**config.mk**
```make
export PLATFORM = sky130hd
export DESIGN_NAME = arf_rat
export DESIGN_NICKNAME = d
export VERILOG_FILES = /design/src/rtl/arf_rat.sv
export SDC_FILE = /design/constraint.sdc
export NUM_CORES = 2
export LEC_CHECK = 0
export BUFFER_PORTS_ARGS = -buffer_cell sky130_fd_sc_hd__buf_2
export CAP_MARGIN = 10
export CORE_AREA = 10 10 443 445
export CTS_CLUSTER_DIAMETER = 60
export DETAILED_ROUTE_END_ITERATION = 10
export DIE_AREA = 0 0 453 455
export GPL_ROUTABILITY_DRIVEN = 0
export PLACE_DENSITY = 0.53
export SETUP_SLACK_MARGIN = 0.15
export SYNTH_ARGS = -nofsm -noshare
export SYNTH_HDL_FRONTEND = slang
export SYNTH_SLANG_ARGS = --single-unit
```
**constraint.sdc**
```tcl
create_clock -name clk -period 8.5 [get_ports clk]
set_input_delay 0.85 -clock clk [delete_from_list [all_inputs] [get_ports clk]]
set_output_delay 0.85 -clock clk [all_outputs]
set_load 0.01 [all_outputs]
```
**src/rtl/arf_rat.sv**
```systemverilog
// Architectural register file + register alias table.
// Maps each architectural register to the ROB entry of its youngest in-flight
// producer, answers the two dispatch-time source lookups, commits retired
// values and clears mappings whose producer has retired. x0 has no storage.
module arf_rat #(
  parameter int N_ARF    = 32,
  parameter int ARF_ID_W = 5,
  parameter int ROB_ID_W = 5,   // matches the global ROB id width (32-entry ROB)
  parameter int DATA_W   = 32
) (
  input  logic                clk,
  input  logic                rst_aL,
  input  logic                dispatch_valid,
  input  logic                dispatch_dst_valid,
  input  logic [ARF_ID_W-1:0] dispatch_dst_arf_id,
  input  logic [ROB_ID_W-1:0] dispatch_rob_id,
  input  logic [ARF_ID_W-1:0] src1_arf_id,
  input  logic [ARF_ID_W-1:0] src2_arf_id,
  output logic                src1_renamed,
  output logic                src2_renamed,
  output logic [ROB_ID_W-1:0] src1_rob_id,
  output logic [ROB_ID_W-1:0] src2_rob_id,
  output logic [DATA_W-1:0]   src1_reg_data,
  output logic [DATA_W-1:0]   src2_reg_data,
  input  logic                retire,
  input  logic [ROB_ID_W-1:0] retire_rob_id,
  input  logic [ARF_ID_W-1:0] retire_arf_id,
  input  logic [DATA_W-1:0]   retire_reg_data,
  input  logic                flush
);

  // Entries 1..N_ARF-1 only: x0 is a constant, never a flop.
  logic [N_ARF-1:1][DATA_W-1:0]   arf_data_q, arf_data_d;
  logic [N_ARF-1:1]               rat_valid_q, rat_valid_d;
  logic [N_ARF-1:1][ROB_ID_W-1:0] rat_rob_id_q, rat_rob_id_d;

  logic dispatch_wr;
  logic retire_wr;

  assign dispatch_wr = dispatch_valid & dispatch_dst_valid & ~flush &
                       (dispatch_dst_arf_id != '0);
  assign retire_wr   = retire & (retire_arf_id != '0);

  // Next state: retire commit/clear, then dispatch rename overrides, then flush wipes valids.
  always_comb begin
    arf_data_d   = arf_data_q;
    rat_valid_d  = rat_valid_q;
    rat_rob_id_d = rat_rob_id_q;
    if (retire_wr) begin
      arf_data_d[retire_arf_id] = retire_reg_data;
      // Only the mapping that still names the retiring entry is cleared;
      // a younger producer keeps its mapping.
      if (rat_valid_q[retire_arf_id] && (rat_rob_id_q[retire_arf_id] == retire_rob_id))
        rat_valid_d[retire_arf_id] = 1'b0;
    end
    if (dispatch_wr) begin
      rat_valid_d[dispatch_dst_arf_id]  = 1'b1;
      rat_rob_id_d[dispatch_dst_arf_id] = dispatch_rob_id;
    end
    if (flush)
      rat_valid_d = '0;
  end

  // State registers; async reset clears data, valids and rob ids.
  always_ff @(posedge clk or negedge rst_aL) begin
    if (!rst_aL) begin
      arf_data_q   <= '0;
      rat_valid_q  <= '0;
      rat_rob_id_q <= '0;
    end else begin
      arf_data_q   <= arf_data_d;
      rat_valid_q  <= rat_valid_d;
      rat_rob_id_q <= rat_rob_id_d;
    end
  end

  // Source lookups straight from current state; same-cycle updates are not bypassed.
  always_comb begin
    src1_renamed  = 1'b0;
    src1_rob_id   = '0;
    src1_reg_data = '0;
    src2_renamed  = 1'b0;
    src2_rob_id   = '0;
    src2_reg_data = '0;
    if (src1_arf_id != '0) begin
      src1_renamed  = rat_valid_q[src1_arf_id];
      src1_rob_id   = rat_rob_id_q[src1_arf_id];
      src1_reg_data = arf_data_q[src1_arf_id];
    end
    if (src2_arf_id != '0) begin
      src2_renamed  = rat_valid_q[src2_arf_id];
      src2_rob_id   = rat_rob_id_q[src2_arf_id];
      src2_reg_data = arf_data_q[src2_arf_id];
    end
  end

endmodule

```
==> flow_metrics.env <==
export IMPL_status="complete, no violations"
export IMPL_die_area_um2=206100
export IMPL_synth_flop_cell="dfrtp_1"
export IMPL_design_core_area_um2=187200
export IMPL_vias=39550
export IMPL_synth_top_family_by_area="multiplexers"
export IMPL_powerDensity_nw_per_um2=234.4
export IMPL_clkLatencyLatePin_ps=780
export IMPL_wl_per_cell_um=32.94
export IMPL_synth_xor_area_frac=0.0004039
export IMPL_final_nets=4066
export IMPL_syn_inst=4066
export IMPL_drv_cap=0
export IMPL_finalHoldViolations=0
export IMPL_start_kind="primary input"
export IMPL_antenna_found_initial=28
export IMPL_slowest_delay_ps=630
export IMPL_slew_headroom=0.07904
export IMPL_grt_pass1_wl_um=317400
export IMPL_cp_slowest_cell="buf_4"
export IMPL_root_buffer="clkbuf_16"
export IMPL_numCtsBuffers=144
export IMPL_viasPerCell=5.973
export IMPL_cp_top_family="buffers and inverters"
export IMPL_htree_levels=4
export IMPL_ir_worst_vdd_uv=152.4
export IMPL_fp_row_count=159
export IMPL_path_common_cell="buf_4"
export IMPL_synth_area_top_cells="dfrtp_1, mux4_2, mux2_2"
export IMPL_async_flop_share=1.000
export IMPL_critical_path_required_ps=7650
export IMPL_power_leakage_nw=30.65
export IMPL_cts_tree="built"
export IMPL_yosysMostFrequentCell="mux2_2"
export IMPL_cts_sinks=1178
export IMPL_yosys_area_share_adder=0
export IMPL_syn_area_um2=65050
export IMPL_port_buffers=143
export IMPL_syn_area_per_cell_um2=16.00
export IMPL_ant_nets=0
export IMPL_synth_edf_count=0
export IMPL_drive_gt1_frac=0.6133
export IMPL_grt_max_degree=158
export IMPL_path_cells="buf_8, buf_4, nor2b_4, buf_4, a22o_1, mux4_2, mux2_2, buf_2"
export IMPL_setup_worst_path_class="in2out"
export IMPL_hold_buffers=0
export IMPL_path_clk_slew_ps=60
export IMPL_tightest_slew_ps=1378
export IMPL_postCtsResizedCells=0
export IMPL_clock_fmax_mhz=200.0
export IMPL_end_kind="output pin"
export IMPL_worst_path_max_fanout=66
export IMPL_drc=0
export IMPL_hp_class="in2async"
export IMPL_wl_um=218100
export IMPL_dp_cells=6347
export IMPL_grt_pass1_vias=41500
export IMPL_rsz0062_at_grt="no"
export IMPL_period_share=0.5883
export IMPL_ys_top_cells_by_count="mux2_2, dfrtp_1, mux4_2, clkbuf_1, buf_2"
export IMPL_fp_dieW_um=453
export IMPL_cp_arrival_ps=4150
export IMPL_period_needed_ps=5001
export IMPL_cp_num_buf_inv=4
export IMPL_syn_num_nets=4134
export IMPL_setup_ws_ps=3499
export IMPL_hold_slack_ps=31.19
export IMPL_yosys_area_top_type_share=0.4531
export IMPL_synth_seq_area_share=0.4531
export IMPL_power_w=0.01711
export IMPL_yosys_warnings=0
export IMPL_synthMuxAreaShare=0.4761
export IMPL_chipHeight_um=455
export IMPL_synth_distinct_cells=64
export IMPL_fin_skew_ps=25.57
export IMPL_yosysTopAreaCell="dfrtp_1"
export IMPL_synthToLayoutAreaGrowth_pct=12.21
export IMPL_ys_ff_latch=1178
export IMPL_setup_viol=0
export IMPL_ios=144
export IMPL_tns_ps=0
export IMPL_grt_overflow=0
export IMPL_start_util=0.3475
export IMPL_drt_iter0_markers=2824
export IMPL_yosys_area_share_simple=0.01539
export IMPL_synth_compound_area_frac=0.02393
export IMPL_final_max_slew_viol_count=0
export IMPL_grtUsageTotal=0.2107
export IMPL_dp_hpwl_um=122900
export IMPL_final_cells=6621
export IMPL_cts_setup_buffers=0
export IMPL_clockBufferDepth=3
export IMPL_first_pass_iters=5
export IMPL_pre_cts_ws_ps=3454
[logic make-up (layout without fill, tap and decap cells)]
kind of cell,count (synthesis),in the layout
AO/OA/AOI/OAI,178,178
flip-flops,1178,1178
multiplexers,2057,2057
AND/OR/NAND/NOR,189,189
XOR/XNOR,3,3
other,0,17
buffers and inverters,461,504
[worst register-to-register path, delay by kind of cell, from the launching register on]
kind               cells  cell delay (ps)
AOI/OAI and AO/OA      3             1420
muxes                  1              510
and+or+nand+nor        2              620
DFF                    1              410
[per-layer routing]
| metal | GRT usage | share of wire | up-vias |
|---|---|---|---|
| met5 | 0 | 0.00011 | - |
| met4 | 0.07290 | 0.037 | 4 |
| met3 | 0.03654 | 0.050 | 405 |
| met2 | 0.3478 | 0.49 | 1205 |
| met1 | 0.2802 | 0.43 | 22000 |
| li1 | - | - | 15930 |
[cell type report]
cell class / instances / area (um2)
multi-input cells: 2427 / 33800
repair buffers: 228 / 1609
fillers: 17300 / 114200
flip-flops and latches: 1178 / 29480
clock inverters: 52 / 684.4
diodes: 17 / 42.54
inverters: 19 / 71.32
well taps: 2495 / 3122
clock buffers: 205 / 4187
[state kept, by name (all words and copies together), names as in the netlist]
| register | count |
|---|---|
| arf_data_q | 992 |
| rat_rob_id_q | 155 |
| rat_valid_q | 31 |
[final timing paths]
path / from / endpoint / slack (ps) / depth (start not counted)
max in group asynchronous: rst_aL / arf_data_q[313]$_DFFE_PN0P_ / 6210 / 3
worst min register to register: arf_data_q[955]$_DFFE_PN0P_ / arf_data_q[955]$_DFFE_PN0P_ / 520 / 1
min in group clk: arf_data_q[955]$_DFFE_PN0P_ / arf_data_q[955]$_DFFE_PN0P_ / 520 / 1
worst max-delay path: src2_arf_id[0] / src2_reg_data[9] / 3500 / 8
worst min-delay path: rst_aL / arf_data_q[942]$_DFFE_PN0P_ / 30 / 1
worst max register to register: rat_rob_id_q[106]$_DFFE_PN0P_ / rat_valid_q[5]$_DFF_PN0_ / 5360 / 6
[stage by stage]
step / area [um2] / utilization
floorplan: 65050 / -
global placement: 68080 / 0.3637
detailed placement: 68080 / 0.3637
CTS: 72950 / 0.3897
global route: 72990 / 0.3899
finish: 73000 / 0.3899
[cells in the final DEF (no fill, tap or decap), types with 17 or more instances in the layout]
cell	n
clkbuf_1	29
inv_1	18
nor2_1	46
nand2_1	28
clkbuf_8	31
dfrtp_1	1178
diode_2	17
buf_4	75
nor3_1	17
mux4_2	693
a22o_1	75
clkbuf_16	147
nor2_4	24
buf_2	131
mux2_2	1305
mux2i_1	54
clkinv_2	21
[where the power goes]
part           internal [W]  switching [W]  leakage [nW]  total, W
registers           0.00660       0.000695          15.2   0.00729
logic               0.00208        0.00138          13.0   0.00346
clock network       0.00378        0.00258          2.39   0.00636
Note: power is estimated with default switching activity, not from simulation.
